==> src/rtl/rv523_bist_pkg.sv <==
// Shared definitions for the standard-cell BIST: cell codes, FSM states and
// the golden truth functions (also reused by the library testbenches).
package rv523_bist_pkg;

  typedef enum logic [3:0] {
    CELL_NOT    = 4'd0,
    CELL_NAND   = 4'd1,
    CELL_NOR    = 4'd2,
    CELL_NAND3  = 4'd3,
    CELL_NOR3   = 4'd4,
    CELL_AOI21  = 4'd5,
    CELL_OAI21  = 4'd6,
    CELL_AOI22  = 4'd7,
    CELL_OAI22  = 4'd8,
    CELL_AOI211 = 4'd9,
    CELL_OAI211 = 4'd10
  } cell_t;

  typedef enum logic [1:0] {
    ST_IDLE   = 2'd0,
    ST_SETTLE = 2'd1,
    ST_CHECK  = 2'd2,
    ST_DONE   = 2'd3
  } state_t;

  localparam logic [3:0] CELL_MAX = 4'd10;

  // Number of inputs of a cell.
  function automatic logic [2:0] cell_inputs(input cell_t c);
    logic [2:0] n;
    case (c)
      CELL_NOT:                                   n = 3'd1;
      CELL_NAND, CELL_NOR:                        n = 3'd2;
      CELL_NAND3, CELL_NOR3, CELL_AOI21, CELL_OAI21: n = 3'd3;
      default:                                    n = 3'd4;
    endcase
    return n;
  endfunction

  // Last input vector applied to a cell: 2^n - 1.
  function automatic logic [3:0] last_vec(input cell_t c);
    logic [3:0] v;
    case (cell_inputs(c))
      3'd1:    v = 4'd1;
      3'd2:    v = 4'd3;
      3'd3:    v = 4'd7;
      default: v = 4'd15;
    endcase
    return v;
  endfunction

  // Golden output of a cell for an input vector in pin order.
  function automatic logic cell_eval(input cell_t c, input logic [3:0] v);
    logic y;
    case (c)
      CELL_NOT:    y = ~v[0];
      CELL_NAND:   y = ~(v[0] & v[1]);
      CELL_NOR:    y = ~(v[0] | v[1]);
      CELL_NAND3:  y = ~(v[0] & v[1] & v[2]);
      CELL_NOR3:   y = ~(v[0] | v[1] | v[2]);
      CELL_AOI21:  y = ~(v[0] | (v[1] & v[2]));
      CELL_OAI21:  y = ~(v[0] & (v[1] | v[2]));
      CELL_AOI22:  y = ~((v[0] & v[1]) | (v[2] & v[3]));
      CELL_OAI22:  y = ~((v[0] | v[1]) & (v[2] | v[3]));
      CELL_AOI211: y = ~(v[0] | v[1] | (v[2] & v[3]));
      CELL_OAI211: y = ~(v[0] & v[1] & (v[2] | v[3]));
      default:     y = 1'b0;
    endcase
    return y;
  endfunction

endpackage

==> src/rtl/cell_bist_sync2.sv <==
// Two-flop synchronizer for the asynchronous cell output.
module sync2 (
  input  logic clk,
  input  logic rst_n,
  input  logic d,
  output logic q
);

  logic meta;

  // Shift the asynchronous input through two flops.
  always_ff @(posedge clk or negedge rst_n) begin
    if (!rst_n) begin
      meta <= 1'b0;
      q    <= 1'b0;
    end else begin
      meta <= d;
      q    <= meta;
    end
  end

endmodule

==> src/rtl/cell_bist.sv <==
// BIST sequencer: walks every input vector of the selected cell, compares the
// synchronized cell output with the golden model and records the verdict.
module cell_bist
  import rv523_bist_pkg::*;
#(
  parameter int unsigned SETTLE_CYCLES = 4
) (
  input  logic       clk,
  input  logic       rst_n,
  input  logic       start,
  input  logic [3:0] cell_sel,
  output logic [3:0] dut_in,
  input  logic       dut_y,
  output logic       busy,
  output logic       done,
  output logic       pass,
  output logic       bad_sel,
  output logic [4:0] err_count,
  output logic [3:0] first_fail_vec,
  output logic       first_fail_valid
);

  localparam logic [3:0] CNT_LOAD = 4'(SETTLE_CYCLES - 1);

  state_t     state;
  cell_t      cell_sel_q;
  logic [3:0] vec;
  logic [3:0] cnt;
  logic       y_s;
  logic       mismatch;
  logic [4:0] err_next;

  sync2 u_sync2 (
    .clk   (clk),
    .rst_n (rst_n),
    .d     (dut_y),
    .q     (y_s)
  );

  // Compare the sampled output with the golden value for the current vector.
  always_comb begin
    mismatch = (y_s != cell_eval(cell_sel_q, vec));
    err_next = err_count + {4'b0000, mismatch};
  end

  // Sequencer FSM and result registers.
  // pass is resolved on the CHECK->DONE edge from err_next so it is already
  // valid in the done cycle, including a mismatch on the last vector.
  always_ff @(posedge clk or negedge rst_n) begin
    if (!rst_n) begin
      state            <= ST_IDLE;
      cell_sel_q       <= CELL_NOT;
      vec              <= '0;
      cnt              <= '0;
      pass             <= 1'b0;
      bad_sel          <= 1'b0;
      err_count        <= '0;
      first_fail_vec   <= '0;
      first_fail_valid <= 1'b0;
    end else begin
      case (state)
        ST_IDLE: begin
          if (start) begin
            if (cell_sel <= CELL_MAX) begin
              cell_sel_q       <= cell_t'(cell_sel);
              vec              <= '0;
              err_count        <= '0;
              first_fail_valid <= 1'b0;
              bad_sel          <= 1'b0;
              pass             <= 1'b0;
              cnt              <= CNT_LOAD;
              state            <= ST_SETTLE;
            end else begin
              bad_sel <= 1'b1;
              pass    <= 1'b0;
              state   <= ST_DONE;
            end
          end
        end
        ST_SETTLE: begin
          if (cnt == 4'd0) begin
            state <= ST_CHECK;
          end else begin
            cnt <= cnt - 4'd1;
          end
        end
        ST_CHECK: begin
          if (mismatch) begin
            err_count <= err_next;
            if (!first_fail_valid) begin
              first_fail_vec   <= vec;
              first_fail_valid <= 1'b1;
            end
          end
          if (vec == last_vec(cell_sel_q)) begin
            pass  <= (err_next == 5'd0) && !bad_sel;
            vec   <= '0;
            state <= ST_DONE;
          end else begin
            vec   <= vec + 4'd1;
            cnt   <= CNT_LOAD;
            state <= ST_SETTLE;
          end
        end
        ST_DONE: begin
          vec   <= '0;
          state <= ST_IDLE;
        end
        default: state <= ST_IDLE;
      endcase
    end
  end

  // Status outputs decoded from the state register.
  always_comb begin
    dut_in = vec;
    busy   = (state != ST_IDLE);
    done   = (state == ST_DONE);
  end

endmodule

==> config.mk <==
export PLATFORM = sky130hd
export DESIGN_NAME = cell_bist
export DESIGN_NICKNAME = d
export VERILOG_FILES = /design/src/rtl/rv523_bist_pkg.sv /design/src/rtl/cell_bist_sync2.sv /design/src/rtl/cell_bist.sv
export SDC_FILE = /design/constraint.sdc
export NUM_CORES = 1
export LEC_CHECK = 0
export ABC_AREA = 1
export CAP_MARGIN = 30
export CORE_MARGIN = 2
export CORE_UTILIZATION = 48
export DETAILED_ROUTE_END_ITERATION = 8
export GPL_ROUTABILITY_DRIVEN = 1
export MAX_ROUTING_LAYER = met4
export PLACE_DENSITY = 0.83
export SYNTH_ARGS = -nofsm -noshare
export SYNTH_HDL_FRONTEND = slang
export SYNTH_SLANG_ARGS = --single-unit
==> constraint.sdc <==
create_clock -name clk -period 2.4 [get_ports clk]
set_input_delay 0.48 -clock clk [delete_from_list [all_inputs] [get_ports clk]]
set_output_delay 0.48 -clock clk [all_outputs]
set_load 0.01 [all_outputs]
== After elaboration in Yosys (flattened, before gate mapping) ==
Index checks and enable logic that the tools add are counted.
Word-level totals
  output and inout bits: 18
  register bits: 28
  word-level logic and storage cells: 117
  input bits: 8
Cells by class
  reductions and logical operators: 20
  muxes and demuxes: 31
  equality and inequality tests: 25
  bitwise logic cells: 26
  add/sub/neg operators: 3
  $lt $le $gt $ge: 1
Operators by type and width (count)
  $pmux 4 s3: 3
  $mux 4: 8
  $eq 4x3->1 const B: 4
  $mux 5: 3
  $ne 2x2->1 const B: 7
  $eq 4x4->1 const B: 3
  $not 1->1: 12
  $reduce_and 3->1: 4
  $pmux 1 s11: 1
  $pmux 5 s2: 1
  $pmux 3 s3: 1
  $eq 4x2->1 const B: 2
  $logic_not 4->1: 2
  $mux 2: 4
  $pmux 2 s4: 1
  $and 1x1->1: 7
  $or 1x1->1: 7
  $eq 3x2->1 const B: 2
  $mux 1: 6
  $reduce_bool 3->1: 2
  $add 5x1->5: 1
  $logic_not 5->1: 1
  $reduce_and 5->1: 1
  $add 4x1->4 const B: 1
  other kinds (18): 22

== Longest topological paths before layout ==
Gate-level depths: netlist of the first run.
  depth after elaboration: 10
  gate-level depth with buffers: 18
  gate-level depth less buffers: 17

== Hierarchy ==
Synthesis of the first run repeated with hierarchy kept, for this count alone.
Unflattened totals
  cells, all modules: 223
  area total of the unflattened synthesis: 1664.1 um^2
Modules (own cells, without submodules)
  cell_bist: instances 1, area each 1614.0 um^2, cells each 221
  sync2: instances 1, area each 50.0 um^2, cells each 2

== Worst setup path before layout of the first run ==
Ideal clock, no wire load.
  path type: register to register
  start point: register vec[0] (netlist: dut_in[0])
  end point: register pass
  path slack: -0.164 ns
  buffers on the path: 1
  required time: 2.335 ns
  arrival time: 2.498 ns
  setup time: 0.065 ns
  stages on the path, launching flop included: 19
  path through: dfrtp_1 > inv_1 > ha_1 > inv_1 > o21ai_0 > nand3_1 > nand2_1 > nor2_1 > nand3_1 > nand2_1 > nand2_2 > buf_6 > ha_1 > ha_1 > nor2_1 > nand3_1 > nor4_1 > nand2_1 > nand2_1
On the way
  word-level cells in the longest chain between the ends: 10
RTL lines
  start: declaration: RTL line cell_bist.sv:27  | logic [3:0] vec;
  start signal: assignment: RTL line cell_bist.sv:100  | vec <= vec + 4'd1;
  $and 1x1->1 / $or 1x1->1 (equally long branches)
  $and 1x1->1, or another cell as far along: RTL line rv523_bist_pkg.sv:66  | CELL_OAI211: y = ~(v[0] & v[1] & (v[2] | v[3]));
  $not 1->1, or another cell as far along: RTL line rv523_bist_pkg.sv:66
  $pmux 1 s11: RTL line rv523_bist_pkg.sv:55  | case (c)
  $ne 1x1->1: RTL line cell_bist.sv:42  | mismatch = (y_s != cell_eval(cell_sel_q, vec));
  $add 5x1->5: RTL line cell_bist.sv:43  | err_next = err_count + {4'b0000, mismatch};
  $logic_not 5->1: RTL line cell_bist.sv:96  | pass <= (err_next == 5'd0) && !bad_sel;
  $logic_and 1x1->1: RTL line cell_bist.sv:96
  $mux 1: RTL line cell_bist.sv:95  | if (vec == last_vec(cell_sel_q)) begin
  $pmux 1 s2: RTL line cell_bist.sv:61  | case (state)
  end signal: assignment: RTL line cell_bist.sv:96
  end: declaration: RTL line cell_bist.sv:16  | output logic pass,
Several ways; a longest one is shown, not always the timed one. The select of a mux whose other input is x is not followed.
A chain may end at the register's enable or synchronous reset.

== Worst setup path after layout of the first run ==
Ends and elaborated chain as after synthesis.

==> impl_metrics.yaml, run 1 <==
drt:
  drc: 0
  vias: 1503
  wl_per_cell_um: 12.4
  via_per_inst: 5.11
  wl_mm: 3.64
  drt_iter0_drc: 50
  ant_nets: 0
  drt_pass1_iterations: 4
synth:
  ys_seq_area_share_pct: 42.7
  synth_edf_count: 0
  synth-main-ff-cell: "dfrtp_1"
  synth_warnings: 0
  yosysMostFrequentCell: "nand2_1"
  synth_area_leaders: "dfrtp_1, nand2_1, nand3_1"
  async_flop_share_pct: 100
  syn_inst: 215
  synthesis.nets: 229
  synth.avg_cell_area_um2: 7.64
  synth_commonest_cells: "nand2_1, dfrtp_1, inv_1, nand3_1, nor2_1"
  yosys.area.top_type: "dfrtp_1"
  synth_cell_types: 27
  synth_top_area_share_pct: 42.7
  syn_area_mm2: 0.00164
  ys_ff_latch: 28
finish:
  area_growth_pct: 28.7
  layout.nets: 263
  regArea_um2: 704
  multi_input_comb_area_um2: 891
  n_antenna_cell: 0
  drive_above_1_share_pct: 15.7
  final_cell_count_no_fill: 294
  fillers: 313
sta:
  worstMarginPinSlew_ns: 0.550
  fin_crit_sh_pct: 98.5
  hold_viol: 0
  finalMaxSlewViolations: 0
  setup_viol: 0
  rsz0062_at_grt: "yes"
  finClkSkew_ns: 0.00634
  min_period_ns: 2.36
  slew-limit-headroom_pct: 63.2
  fmax_mhz: 423
floorplanning:
  start_util_pct: 49.6
  die_h_um: 62.5
  coreArea_mm2: 0.00331
  die_x_um: 62.5
  die-area_mm2: 0.00390
  rows: 21
  io_pins: 26
worst_setup_path:
  crit_path_max_fanout: 4
  cp_cell_sequence: "ha_2, ha_1, nand3b_1, nand2_1, nor2_2, nand4_1, nand2_2, ha_4, ha_4, xor2_1, nor4_1, nand2_1, nand2_1"
  worstSetupStartpointType: "register"
  critPathBufInv: 0
  cp.arrival_ns: 2.68
  cp_top_family: "simple AND/OR/NAND/NOR gates"
  cpMaxStageDelayCell: "dfrtp_2"
  rr_worst_depth: 13
  reg2reg_from: "dut_in[0]"
  reg2reg_to: "pass"
  worstSetupPathType: "register to register"
  max_stage_delay_ns: 0.46
  critPathRequiredTime_ns: 2.71
  regToRegSetupSlack_ns: 0.04
  cp-end-kind: "register"
  cp_common_cell: "nand2_1"
clock_tree:
  htree_levels: 1
  cts_root_buf: "clkbuf_4"
  cts_buffers: 3
  clk_path_buf_depth: 2
  cts_sinks: 28
  path_clk_slew_ns: 0.16
  insertion_delay_ns: 0.36
  postCtsHoldBufs: 0
  cts_tree: "built"
place:
  gp_congestion: 0.920
  dp_hpwl_mm: 2.57
  portBuffers: 25
  dp.cells: 288
global_routing:
  grt_util_all_layers_pct: 19.8
  antenna_found_initial: 0
  grt_max_degree: 29
  grt_pass1_vias: 1448
  overflow: 0
  grt_pass1_wl_mm: 6.09
hold_path:
  hp-start: "u_sync2.meta"
  hold_depth: 0
  hold_end: "u_sync2.q"
  hold_class: "register to register"
pwr:
  p_total_uw: 1100
  ir_worst_vdd_v: 0.000337
  powerDensity_mw_per_mm2: 522
  leakagePower_uw: 0.00103
job:
  max_cap_violations: 0
run_status:
  status: "complete, no violations"
## per-stage QoR
| stage | utilization, % | area, um2 | hold WS, ns | setup TNS [ns] | setup WS (ns) |
|---|---|---|---|---|---|
| 2_1_floorplan | - | 1650 | 0.184 | 0 | 0.00459 |
| 3_3_place_gp | 59.5 | 1970 | 0.341 | 0 | 0.105 |
| 3_5_place_dp | 59.5 | 1970 | 0.340 | 0 | 0.0199 |
| 4_1_cts | 62.2 | 2060 | 0.375 | 0 | 0.0353 |
| 5_1_grt | 63.8 | 2110 | 0.392 | -0.0593 | -0.0593 |
| 6_report | 63.8 | 2110 | 0.372 | 0 | 0.0370 |
## repair_timing
item                                    CTS  global route
buffers inserted                          1             1
hold endpoints to repair                  0             0
endpoints found under the setup margin    1             1
pin swaps                                 6             9
resized for setup                         5            11
## cells by family after synthesis
| logic type | Yosys count | share of synthesized area, % |
|---|---|---|
| buffers and inverters | 30 | 7.70 |
| adder cells (fa/ha/maj) | 6 | 4.57 |
| AO/OA/AOI/OAI | 24 | 7.55 |
| XOR/XNOR | 8 | 4.27 |
| AND/OR/NAND/NOR | 119 | 33.2 |
| flip-flops | 28 | 42.7 |
## metal layers
| metal | track usage, % | up-vias | share of wire (%) |
|---|---|---|---|
| met2 | 33.5 | 29 | 51 |
| met1 | 22.4 | 709 | 44 |
| li1 | - | 759 | - |
| met4 | 8.06 | 0 | 1.5 |
| met3 | 5.23 | 6 | 3.5 |
| met5 | - | - | 0 |
## worst max-delay path by stage
stage                     startpoint    to  slack [ns]  cells after the start
after floorplan            dut_in[1]  pass       0.005                     17
after global placement     dut_in[0]  pass        0.10                     16
after detailed placement   dut_in[0]  pass        0.02                     16
after CTS                  dut_in[0]  pass        0.04                     17
after global routing       dut_in[0]  pass       -0.06                     13
final                      dut_in[0]  pass        0.04                     13
## cell usage in the layout (no fill, tap or decap)
cell type and instances:
or2_1 1, o21ai_1 5, nand2_2 5, nand2_1 57, xnor2_2 1, nor4_1 1
inv_1 23, ha_4 3, xnor2_1 1, nand3_4 2, nand4_1 5, clkbuf_4 3
a21oi_1 6, nor2_4 1, ha_1 2, nand3_2 1, xor2_1 6, ha_2 1
nand3b_1 2, a31oi_1 1, o21ai_2 1, dfrtp_2 3, nand3_1 21, dfrtp_1 25
bufinv_16 1, nor3_2 1, nor2_1 17, buf_4 8, inv_2 3, or2_2 1
o21ai_0 10, clkdlybuf4s50_1 25, nor2_2 4, a21boi_0 1
## flip-flops by register name, indices dropped and copies added, names as in the netlist
name,count
dut_in,4
err_count,5
state,2
bad_sel,1
first_fail_vec,4
u_sync2.q,1
u_sync2.meta,1
cnt,4
pass,1
first_fail_valid,1
cell_sel_q,4
## area by class of cell
cell class	count	share of cell area, %
Clock buffer	3	1.07
Clock inverter	1	1.42
Inverter	26	4.62
Multi-Input combinational cell	157	42.2
Sequential cell	28	33.3
Tap cell	46	2.72
Timing Repair Buffer	33	14.7
## report_power, final
| part | switching, uW | total, uW | internal [uW] |
|---|---|---|---|
| registers | 46.8 | 552 | 506 |
| logic | 95.3 | 223 | 127 |
| clock network | 158 | 327 | 170 |
No activity file was read; power rests on OpenSTA's default activity.
==> run 2: changes to the inputs <==
- CORE_MARGIN: 2 -> default
- GPL_TIMING_DRIVEN: default -> 0
- RECOVER_POWER: default -> 25
==> impl_metrics.yaml, run 2 (same netlist as run 1, synthesis figures left out) <==
floorplanning:
  io_pins: 26
  coreArea_mm2: 0.00315
  rows: 20
  start_util_pct: 52.1
  die_h_um: 60.5
  die-area_mm2: 0.00366
  die_x_um: 60.5
global_routing:
  grt_max_degree: 18
  grt.met3_usage_pct: 2.56
  grt_busiest_layer: "met2"
  grt_pass1_wl_mm: 6.43
  overflow: 0
  grt_util_all_layers_pct: 24.3
  use_met1_pct: 33.0
  grt_pass1_vias: 1447
  antenna_found_initial: 0
  grtUsageMet2_pct: 39.1
finish:
  n_antenna_cell: 0
  final_cell_count_no_fill: 305
  fillers: 251
  regMostFlops: "err_count"
  layout.nets: 276
  largest_register_ff_count: 5
  final_common_cell: "nand2_1"
  multi_input_comb_area_um2: 946
  drive_above_1_share_pct: 23.0
  area_growth_pct: 37.9
  mostFrequentLayoutCells: "nand2_1, dfrtp_1, clkdlybuf4s50_1"
  regArea_um2: 703
sta:
  fin_crit_sh_pct: 102
  finalMaxSlewViolations: 0
  setup_viol: 1
  setup_slack_ns: -0.0560
  fmax_mhz: 407
  min_period_ns: 2.46
  worstMarginPinSlew_ns: 0.928
  finClkSkew_ns: 0.00643
  rsz0062_at_grt: "yes"
  hold_viol: 0
  slew-limit-headroom_pct: 38.1
worst_setup_path:
  critPathRequiredTime_ns: 2.67
  crit_path_max_fanout: 4
  cp.arrival_ns: 2.73
  worstSetupPathType: "register to register"
  max_stage_delay_ns: 0.48
  critPathBufInv: 0
  cp_cell_sequence: "ha_4, ha_1, nand3b_1, nand2_1, nor2_2, nand4_1, nand2_2, ha_4, ha_4, nor2_1, nand3_1, nor4_2, nand2_1, nand2_1"
  cpMaxStageDelayCell: "dfrtp_2"
  cp_top_family: "simple AND/OR/NAND/NOR gates"
  path_depth: 14
  rr_worst_depth: 14
  worstSetupStartpointType: "register"
  cp-end-kind: "register"
clock_tree:
  cts_tree: "built"
  cts_sinks: 28
  htree_levels: 1
  insertion_delay_ns: 0.33
  clk_path_buf_depth: 2
  cts_root_buf: "clkbuf_4"
  path_clk_slew_ns: 0.16
  cts_buffers: 3
run_status:
  violations: "negative setup slack"
  status: "finished, violations left"
drt:
  drc: 0
  wl_mm: 4.00
  vias: 1570
  ant_nets: 0
  drt_pass1_iterations: 4
  via_per_inst: 5.15
  drt_iter0_drc: 108
  wl_per_cell_um: 13.1
place:
  gp_congestion: 0.902
  dp_slack_ns: -0.291
  portBuffers: 25
  dp_hpwl_mm: 2.49
  dp.cells: 285
pwr:
  ir_worst_vdd_v: 0.000382
  leakagePower_uw: 0.00110
  powerDensity_mw_per_mm2: 483
  p_total_uw: 1090
hold_path:
  hold_depth: 0
  hold_class: "register to register"
job:
  max_cap_violations: 0
-- run 2: cell types whose count changed in the layout (fill, tap and decap cells not counted), sizes merged --
cell / change
buf: +12
clkdlybuf4s50: -2
dlygate4sd3: +2
clkbuf: +1
-- run 2: per-stage QoR --
step | hold WS (ns) | setup TNS (ns) | utilization (%) | cell area (um2)
after CTS | 0.380 | -0.0796 | 70.9 | 2240
final | 0.378 | -0.0560 | 71.8 | 2260
after global routing | 0.398 | -0.288 | 71.8 | 2260
after floorplan | 0.184 | 0 | - | 1650
after global placement | 0.345 | -0.286 | 61.9 | 1950
after detailed placement | 0.346 | -0.416 | 62.8 | 1980
-- run 2: path summary, 6_finish.rpt --
check / start / endpoint / slack, ns
min: u_sync2.meta / u_sync2.q / 0.38
max in group asynchronous: rst_n / dut_in[0] / 0.60
min in group asynchronous: rst_n / err_count[2] / 0.53
max reg2reg: dut_in[1] / pass / -0.06
max: dut_in[1] / pass / -0.06
min reg2reg: u_sync2.meta / u_sync2.q / 0.38
-- run 2: repair_timing --
action	CTS	global route
setup buffers	14	6
endpoints found under the setup margin	3	7
hold buffers	0	0
resized for setup	21	13
pin swaps	12	12
-- run 2: power by group --
| group | internal, uW | switching (uW) | total (uW) | leakage (uW) |
|---|---|---|---|---|
| logic | 131 | 96.1 | 227 | 0.000751 |
| registers | 506 | 49.8 | 556 | 0.000319 |
| clock network | 169 | 141 | 310 | 0.0000279 |
| total | 806 | 287 | 1090 | 0.00110 |
-- run 2: per-layer routing --
metal  vias up  routed length (um)
met5         -                   0
met4         0                 116
met3        10                 206
met2        45                1960
met1       731                1720
li1        784                   -
-- run 2: layout make-up --
cell class	count	share of cell area (%)
Inverter	26	4.42
Sequential cell	28	31.1
Clock inverter	1	1.33
Clock buffer	3	0.995
Buffer	3	0.774
Multi-Input combinational cell	157	41.8
Tap cell	44	2.43
Timing Repair Buffer	43	17.2
